$ cat src/rtl/game_ctrl.sv
// game_ctrl: top-level game sequencer for the trex runner.
//   Synchronises and debounces the raw jump button, runs the
//   IDLE/RUN/CRASH state machine, generates speed/jump/crash/game_rst for the
//   trex and obstacle blocks, and keeps a frame-based score.
//
// Ports:
//   clk        in   system clock
//   rst        in   synchronous active-high reset
//   frame_tick in   one-cycle pulse per video frame
//   btn        in   raw asynchronous jump/start button, active high
//   collision  in   trex overlaps obstacle (level)
//   speed      out  [3:0]  game speed
//   jump       out  one-cycle jump pulse
//   crash      out  game-over level
//   game_rst   out  one-cycle restart pulse
//   score      out  [13:0] binary score 0..9999
//   state      out  [1:0]  0=IDLE 1=RUN 2=CRASH
//   hiscore    out  [13:0] best score (only with GAME_CTRL_HISCORE_EN)
//
// Optional feature macro: GAME_CTRL_HISCORE_EN adds the hiscore register/port.

module game_ctrl #(
  parameter int DEBOUNCE_CYCLES = 250000,
  parameter int SCORE_DIV       = 6,
  parameter int SPEED_INIT      = 6,
  parameter int SPEED_MAX       = 13,
  parameter int SPEED_STEP      = 100,
  parameter int CRASH_HOLD      = 30
) (
  input  logic        clk,
  input  logic        rst,
  input  logic        frame_tick,
  input  logic        btn,
  input  logic        collision,
  output logic [3:0]  speed,
  output logic        jump,
  output logic        crash,
  output logic        game_rst,
  output logic [13:0] score,
  output logic [1:0]  state
`ifdef GAME_CTRL_HISCORE_EN
  ,
  output logic [13:0] hiscore
`endif
);

  localparam int DB_W = $clog2(DEBOUNCE_CYCLES + 1);
  localparam int FR_W = $clog2(SCORE_DIV + 1);
  localparam int ST_W = $clog2(SPEED_STEP + 1);
  localparam int HD_W = $clog2(CRASH_HOLD + 1);

  typedef enum logic [1:0] {
    S_IDLE  = 2'd0,
    S_RUN   = 2'd1,
    S_CRASH = 2'd2
  } state_t;

  state_t            cur_state;
  logic              btn_meta;
  logic              btn_sync;
  logic [DB_W-1:0]   db_cnt;
  logic              db_level;
  logic              db_prev;
  logic              press_evt;
  logic [FR_W-1:0]   frame_cnt;
  logic [ST_W-1:0]   step_cnt;
  logic [HD_W-1:0]   hold_cnt;

  assign state     = cur_state;
  // db_prev lags db_level by one cycle, so a held button yields one event.
  assign press_evt = db_level & ~db_prev;

  // Button synchroniser and debounce filter.
  always_ff @(posedge clk) begin
    if (rst) begin
      btn_meta <= 1'b0;
      btn_sync <= 1'b0;
      db_cnt   <= '0;
      db_level <= 1'b0;
      db_prev  <= 1'b0;
    end else begin
      btn_meta <= btn;
      btn_sync <= btn_meta;
      db_prev  <= db_level;
      if (btn_sync != db_level) begin
        // Accept the new level on the last of DEBOUNCE_CYCLES differing cycles.
        if (db_cnt == DB_W'(DEBOUNCE_CYCLES - 1)) begin
          db_level <= btn_sync;
          db_cnt   <= '0;
        end else begin
          db_cnt <= db_cnt + DB_W'(1);
        end
      end else begin
        db_cnt <= '0;
      end
    end
  end

  // Game state machine with registered control outputs and score keeping.
  always_ff @(posedge clk) begin
    if (rst) begin
      cur_state <= S_IDLE;
      speed     <= 4'd0;
      jump      <= 1'b0;
      crash     <= 1'b0;
      game_rst  <= 1'b0;
      score     <= 14'd0;
      frame_cnt <= '0;
      step_cnt  <= '0;
      hold_cnt  <= '0;
`ifdef GAME_CTRL_HISCORE_EN
      hiscore   <= 14'd0;
`endif
    end else begin
      jump     <= 1'b0;
      game_rst <= 1'b0;
      case (cur_state)
        S_IDLE: begin
          crash <= 1'b0;
          if (press_evt) begin
            cur_state <= S_RUN;
            game_rst  <= 1'b1;
            speed     <= 4'(SPEED_INIT);
            score     <= 14'd0;
            frame_cnt <= '0;
            step_cnt  <= '0;
            hold_cnt  <= '0;
          end else begin
            speed <= 4'd0;
          end
        end
        S_RUN: begin
          if (collision) begin
            // Collision wins over any coincident press or frame tick.
            cur_state <= S_CRASH;
            crash     <= 1'b1;
            speed     <= 4'd0;
            hold_cnt  <= '0;
`ifdef GAME_CTRL_HISCORE_EN
            if (score > hiscore) begin
              hiscore <= score;
            end
`endif
          end else begin
            if (press_evt) begin
              jump <= 1'b1;
            end
            if (frame_tick) begin
              if (frame_cnt == FR_W'(SCORE_DIV - 1)) begin
                frame_cnt <= '0;
                score     <= (score == 14'd9999) ? 14'd0 : score + 14'd1;
                if (step_cnt == ST_W'(SPEED_STEP - 1)) begin
                  step_cnt <= '0;
                  if (speed < 4'(SPEED_MAX)) begin
                    speed <= speed + 4'd1;
                  end
                end else begin
                  step_cnt <= step_cnt + ST_W'(1);
                end
              end else begin
                frame_cnt <= frame_cnt + FR_W'(1);
              end
            end
          end
        end
        S_CRASH: begin
          if (press_evt && (hold_cnt == HD_W'(CRASH_HOLD))) begin
            cur_state <= S_RUN;
            game_rst  <= 1'b1;
            crash     <= 1'b0;
            speed     <= 4'(SPEED_INIT);
            score     <= 14'd0;
            frame_cnt <= '0;
            step_cnt  <= '0;
            hold_cnt  <= '0;
          end else begin
            crash <= 1'b1;
            speed <= 4'd0;
            if (frame_tick && (hold_cnt != HD_W'(CRASH_HOLD))) begin
              hold_cnt <= hold_cnt + HD_W'(1);
            end
          end
        end
        default: begin
          // Encoding 3 is not a legal state; recover to IDLE.
          cur_state <= S_IDLE;
          speed     <= 4'd0;
          crash     <= 1'b0;
        end
      endcase
    end
  end

endmodule

$ cat config.mk
export PLATFORM = sky130hd
export DESIGN_NAME = game_ctrl
export DESIGN_NICKNAME = d
export VERILOG_FILES = /design/src/rtl/game_ctrl.sv
export SDC_FILE = /design/constraint.sdc
export NUM_CORES = 1
export LEC_CHECK = 0
export ABC_AREA = 1
export CAP_MARGIN = 5
export CORE_ASPECT_RATIO = 2
export CORE_UTILIZATION = 58
export CTS_CLUSTER_DIAMETER = 80
export DETAILED_ROUTE_END_ITERATION = 12
export GPL_TIMING_DRIVEN = 0
export PLACE_DENSITY = 0.78
export SETUP_SLACK_MARGIN = 0.4
export SLEW_MARGIN = 25
export SYNTH_ARGS = -nofsm -noshare
export SYNTH_HDL_FRONTEND = slang
export SYNTH_SLANG_ARGS = --single-unit
$ cat constraint.sdc
create_clock -name clk -period 2.1 [get_ports clk]
set_input_delay 0.525 -clock clk [delete_from_list [all_inputs] [get_ports clk]]
set_output_delay 0.525 -clock clk [all_outputs]
set_load 0.01 [all_outputs]
* Word level (Yosys, flattened, before mapping)
Cells that the tools add are included.
Widths: inputs -> output; s select.
** Operators by class
- $lt $le $gt $ge :: 1
- Equality and inequality tests :: 20
- Add/subtract/negate cells :: 6
- Bitwise operators :: 4
- Reductions and logical operators :: 12
- Multiplexer cells :: 43
** Operators by type and width (number)
- $mux 14 :: 6
- $mux 7 :: 6
- $pmux 14 s3 :: 1
- $mux 3 :: 7
- $pmux 7 s3 :: 1
- $mux 4 :: 5
- $mux 5 :: 4
- $add 18x1->18 const B :: 1
- $eq 18x18->1 const B :: 1
- $ne 3x3->1 const B :: 5
- $pmux 5 s3 :: 1
- $add 14x1->14 const B :: 1
- $eq 14x14->1 const B :: 1
- $ne 2x2->1 const B :: 6
- $pmux 4 s3 :: 1
- $pmux 3 s3 :: 1
- $reduce_and 4->1 :: 2
- $add 7x1->7 const B :: 1
- $eq 7x7->1 const B :: 1
- $mux 2 :: 3
- $pmux 2 s3 :: 1
- $reduce_and 6->1 :: 1
- $reduce_or 3->1 :: 2
- $add 5x1->5 const B :: 1
- 19 further kinds :: 26
** Storage, ports and cells
- Logic and storage cells :: 100
- Flip-flop bits (word level) :: 60
- Input port bits :: 5

* Longest topological paths before layout
- Depth after elaboration :: 7
- Gate-level depth with buffers :: 12
- Depth with buffers taken out :: 12

* Worst setup path before layout
OpenSTA, ideal clock, no wires.
- Kind :: reg2reg
- Start point :: register cur_state[1], in the netlist state[1]
- End point :: register step_cnt[1]
- Slack :: 473 ps
- Data required time :: 1983 ps
- Buffers on the path :: 0
- Cell stages (with the launch flop) :: 11
- Clock period less this slack :: 1627 ps
- Arrival :: 1510 ps
- Path through :: dfxtp_1 inv_1 ha_1 inv_1 nor2_1 nor2_1 nand3_4 nand2_2 inv_1 nand2_1 o21ai_1
** On the way
- Word-level cells in the longest chain between the ends :: 3
- Elaborated cells on any way between the ends :: 11
** RTL lines
- start: declaration :: line 58 : state_t cur_state;
- start signal: assignment :: line 102 : cur_state <= S_IDLE;
- start signal: assignment :: line 121 : cur_state <= S_RUN;
- start signal: assignment :: line 135 : cur_state <= S_CRASH;
- $eq 2x2->1, or another cell as far along :: line 117 : case (cur_state)
- $ne 2x2->1 (no source line) / $reduce_bool 3->1 (equally long branches)
- $reduce_and 6->1 (no source line)
- end signal: assignment :: line 158 : step_cnt <= step_cnt + ST_W'(1);
- end: declaration :: line 66 : logic [ST_W-1:0] step_cnt;
Several ways; a longest one is shown, not always the timed one.
A chain may end at the register's enable or synchronous reset.

* Worst setup path after layout
- Start point :: register db_cnt[1]
- End point :: register db_cnt[15]
** On the way
- Word-level cells in the longest chain between the ends :: 2
- Elaborated cells on any way between the ends :: 3
** RTL lines
- start: declaration :: line 61 : logic [DB_W-1:0] db_cnt;
- start signal: assignment :: line 91 : db_cnt <= db_cnt + DB_W'(1);
- branches (longest 2 deep; another with $add 18x1->18)
Several ways; the timed one is not identified.

==> results by stage <==
Run:
- The number of maximum-capacitance violations is 0.

Synth:
- During synthesis, Yosys emitted a total of 0 warnings.
- After synthesis, the cell types taking the most area are sky130_fd_sc_hd__dfxtp_1 (36%), sky130_fd_sc_hd__nand2_1 (15%), sky130_fd_sc_hd__nor2_1 (8.8%).
- The average instance in the mapped netlist occupies approximately 6.6 sq um.
- The share of the Yosys chip area taken by registers is a little over a third.
- The cell area that synthesis handed to floorplanning was 3360 sq um.
- After synthesis, the netlist uses 31 different library cells.
- Counting every net in the synthesized netlist gives 526.
- Synthesis inferred 60 register bits.
- The cell type with the largest total area after synthesis is sky130_fd_sc_hd__dfxtp_1.
- Of the post-synthesis cell area, the dominant cell type holds 35.8%.
- The number of instances in the synthesized netlist is 510.

CTS:
- The clock root buffer master is sky130_fd_sc_hd__clkbuf_8.
- The clock reaches the later pin of the worst-skew pair after 0.35 ns.
- Clock tree synthesis inserted a total of 9 buffers.
- In this run the deepest clock path goes through 2 buffers.
- TritonCTS built the clock tree.
- The hold buffer count at CTS is 0.
- The clock-pin transition on the worst setup and hold timing paths is around 0.060 ns.
- In this run the number of H-tree levels came out at 3.
- The clock drives 60 sinks.

Routing:
- The average via count per standard cell is 5.52.
- The detailed-router iteration count before antenna repair is 5.
- The via count is 3447.
- The initial DRC count is 116.
- The number of remaining DRC errors is 0.
- Once detail routing completed, the nets flagged for antenna violations numbered 0.
- Wires add up to between 9 and 10 mm.
- The detailed-route wire length per cell is 14.5 um.

Die:
- Measured along the y axis, the die boundary spans 110 um.
- The die covers 6110 sq um.
- The floorplan has 38 rows.
- The die is 55.8 um wide.
- The number of primary I/O pins is 28.
- The initial cell density of the core is slightly above 60%.
- The total area inside the core boundary comes to roughly 5500 sq um.

Worst setup path:
- For the worst setup path, the data required time is 2.34 ns.
- The type of origin of the critical path is a flop.
- The endpoint arrival time on the critical path is 1.88 ns.
- The top fanout value on the critical path is 10.
- By startpoint and endpoint, the worst setup path is classified as reg -> reg.
- STA classifies the critical path endpoint as a flop.

Status:
- The flow ran to the end, and the final reports show no timing, DRC or antenna violations.

Timing:
- The number of setup violations in the final report is 0.
- Derived from the worst setup path, the maximum achievable clock frequency is 610 MHz.
- Setup repair after global routing could not meet its margin everywhere.
- The number of failing hold endpoints at the final stage is 0.
- The shortest period the worst path allows is 1.64 ns.
- Clock skew on the completed layout was measured at between 0.004 and 0.005 ns.
- The max-slew violation total from the final report is 0.
- The worst hold-check slack is 0.440 ns.
- The ratio of final minimum period to clock period is 78.1%.
- The minimum setup slack in the final design is 0.460 ns.
- The pin slew with the least headroom to its limit is approximately 0.52 ns.
- In this run the tightest slew margin relative to its limit is between 60 and 70%.

Global route:
- The maximum number of pins on one net before global-route repair is 11.
- The overall fraction of global-route tracks in use is 31.0%.
- The total congestion overflow after global routing is 0.
- The number of global-route vias before repair was 3365.
- The first-pass GRT wire length is 14.3 mm.
- The number of antenna violations at the first check in global routing came to 0.

Cells and area:
- The number of filler cells placed in the layout is 473.
- The fraction of final layout cells sized beyond drive strength 1 is 17.4%.
- The net total in the final layout is ~580.
- The finished cells cover between 4000 and 5000 sq um.
- The number of diodes is 0.
- From synthesis to final layout, the design area changed by 22.5%.

Placement:
- Once detailed placement completed, the half-perimeter wirelength came to 6.55 mm.
- Prior to clock tree synthesis, the placed netlist has a worst setup slack of -0.169 ns.
- The total placed instance area is roughly 3700 sq um.
- At the end of routability-driven placement, the weighted congestion stood at 0.905.
- The quantity of I/O buffers inserted on ports is 26.

Power:
- VDD sags by at most roughly 0.0008 V.
- In this run the static leakage power is 0.00171 uW.
- The completed layout was analyzed and its total power is 3560 uW.
- Power spread over the standard cell area amounts to 866 nW/um^2.

Hold path:
- In this run the worst hold path is classified as reg -> reg.
[stage by stage]
stage	utilization (%)	cells	TNS (ns)
after detailed placement	66.9	596	-1.24
after floorplan	-	510	0
after CTS	72.6	621	0
final	74.5	624	0
after global placement	66.9	596	-1.06
after global routing	74.5	624	0
[cell usage in the layout, fill, tap and decap left out, drive strengths merged]
cell type / count
a211oi: 2
a21oi: 29
buf: 15
bufinv: 1
clkbuf: 20
clkdlybuf4s50: 1
clkinvlp: 2
dfxtp: 60
dlygate4sd2: 25
ha: 11
inv: 61
nand2: 142
nand3: 49
nand3b: 1
nand4: 8
nor2: 84
nor3: 13
o2111ai: 1
o21ai: 18
o21bai: 4
or2: 6
xnor2: 4
xor2: 7
[state kept, by name (all words and copies together) (netlist names)]
signal and count:
btn_sync 1, jump 1, game_rst 1, state 2, frame_cnt 3, speed 4, hold_cnt 5, db_cnt 18
score 14, db_level 1, crash 1, step_cnt 7, btn_meta 1, db_prev 1
[routing by layer]
metal,wire length [um],vias to the layer above,track usage [%]
li1,-,1718,-
met1,2890,1567,23.4
met2,5190,107,62.8
met3,325,55,7.41
met4,664,0,25.5
met5,0,-,0
[path summary, 6_finish.rpt]
path | start | slack (ns) | cells past startpoint | to
max reg2reg | db_cnt[1]$_SDFF_PP0_ | 0.46 | 8 | db_cnt[15]$_SDFF_PP0_
max | db_cnt[1]$_SDFF_PP0_ | 0.46 | 8 | db_cnt[15]$_SDFF_PP0_
min | btn_meta$_SDFF_PP0_ | 0.44 | 2 | btn_sync$_SDFF_PP0_
min reg2reg | btn_meta$_SDFF_PP0_ | 0.44 | 2 | btn_sync$_SDFF_PP0_
[critical path, stage by stage, from the launching register on]
cell and delay, ns:
sky130_fd_sc_hd__dfxtp_1 0.36, sky130_fd_sc_hd__ha_2 0.21, sky130_fd_sc_hd__nand3_2 0.11, sky130_fd_sc_hd__or2_4 0.30, sky130_fd_sc_hd__nor2_4 0.13, sky130_fd_sc_hd__nand2_2 0.09
sky130_fd_sc_hd__nand3_4 0.12, sky130_fd_sc_hd__buf_8 0.15, sky130_fd_sc_hd__a21oi_1 0.05
[power breakdown]
group / internal (uW) / switching (uW) / total, uW
sequential: 1220 / 83.8 / 1300
combinational: 440 / 754 / 1190
clock: 615 / 449 / 1060
[synth_stat cells]
cell / instances
sky130_fd_sc_hd__nand2_1: 136
sky130_fd_sc_hd__nor2_1: 79
sky130_fd_sc_hd__inv_1: 61
sky130_fd_sc_hd__dfxtp_1: 60
sky130_fd_sc_hd__nand3_1: 47
sky130_fd_sc_hd__a21oi_1: 29
sky130_fd_sc_hd__o21ai_0: 15
sky130_fd_sc_hd__nor3_1: 13
sky130_fd_sc_hd__ha_1: 11
sky130_fd_sc_hd__nand4_1: 8
sky130_fd_sc_hd__xor2_1: 7
sky130_fd_sc_hd__or2_2: 5
sky130_fd_sc_hd__clkbuf_1: 4
sky130_fd_sc_hd__o21bai_2: 4
sky130_fd_sc_hd__xnor2_1: 4
sky130_fd_sc_hd__nand2_2: 3
sky130_fd_sc_hd__nand2_4: 3
sky130_fd_sc_hd__nor2_2: 3
sky130_fd_sc_hd__o21ai_1: 3
sky130_fd_sc_hd__a211oi_1: 2
sky130_fd_sc_hd__buf_6: 2
sky130_fd_sc_hd__nor2_4: 2
sky130_fd_sc_hd__buf_2: 1
sky130_fd_sc_hd__clkbuf_8: 1
sky130_fd_sc_hd__clkinv_1: 1
sky130_fd_sc_hd__inv_2: 1
sky130_fd_sc_hd__nand3_2: 1
sky130_fd_sc_hd__nand3_4: 1
sky130_fd_sc_hd__nand3b_1: 1
sky130_fd_sc_hd__o2111ai_1: 1
sky130_fd_sc_hd__or2_1: 1
[area by class of cell]
type                       instances  area [sq um]  share of cell area (%)
multi-input combinational        379          1990                    48.4
inverter                          63           244                    5.94
clock inverter                     1          30.0                   0.731
sequential                        60          1230                    29.8
clock buffer                      15           166                    4.05
buffer                             8          61.3                    1.49
tap                               60          75.1                    1.83
timing repair buffer              38           319                    7.76
[what timing repair did]
item,4_1_cts,5_1_grt
endpoints found under the setup margin,64,49
resized for setup,60,24
pin swaps,8,4
buffers inserted,9,3
[logic make-up after synthesis]
family | Yosys count | share of synthesized area (%)
simple gates | 303 | 39.4
buf+inv | 71 | 8.72
flops | 60 | 35.8
compound gates | 54 | 9.06
xor+xnor | 11 | 2.87
fa+ha+maj | 11 | 4.10
No activity file was read; power rests on OpenSTA's default activity.
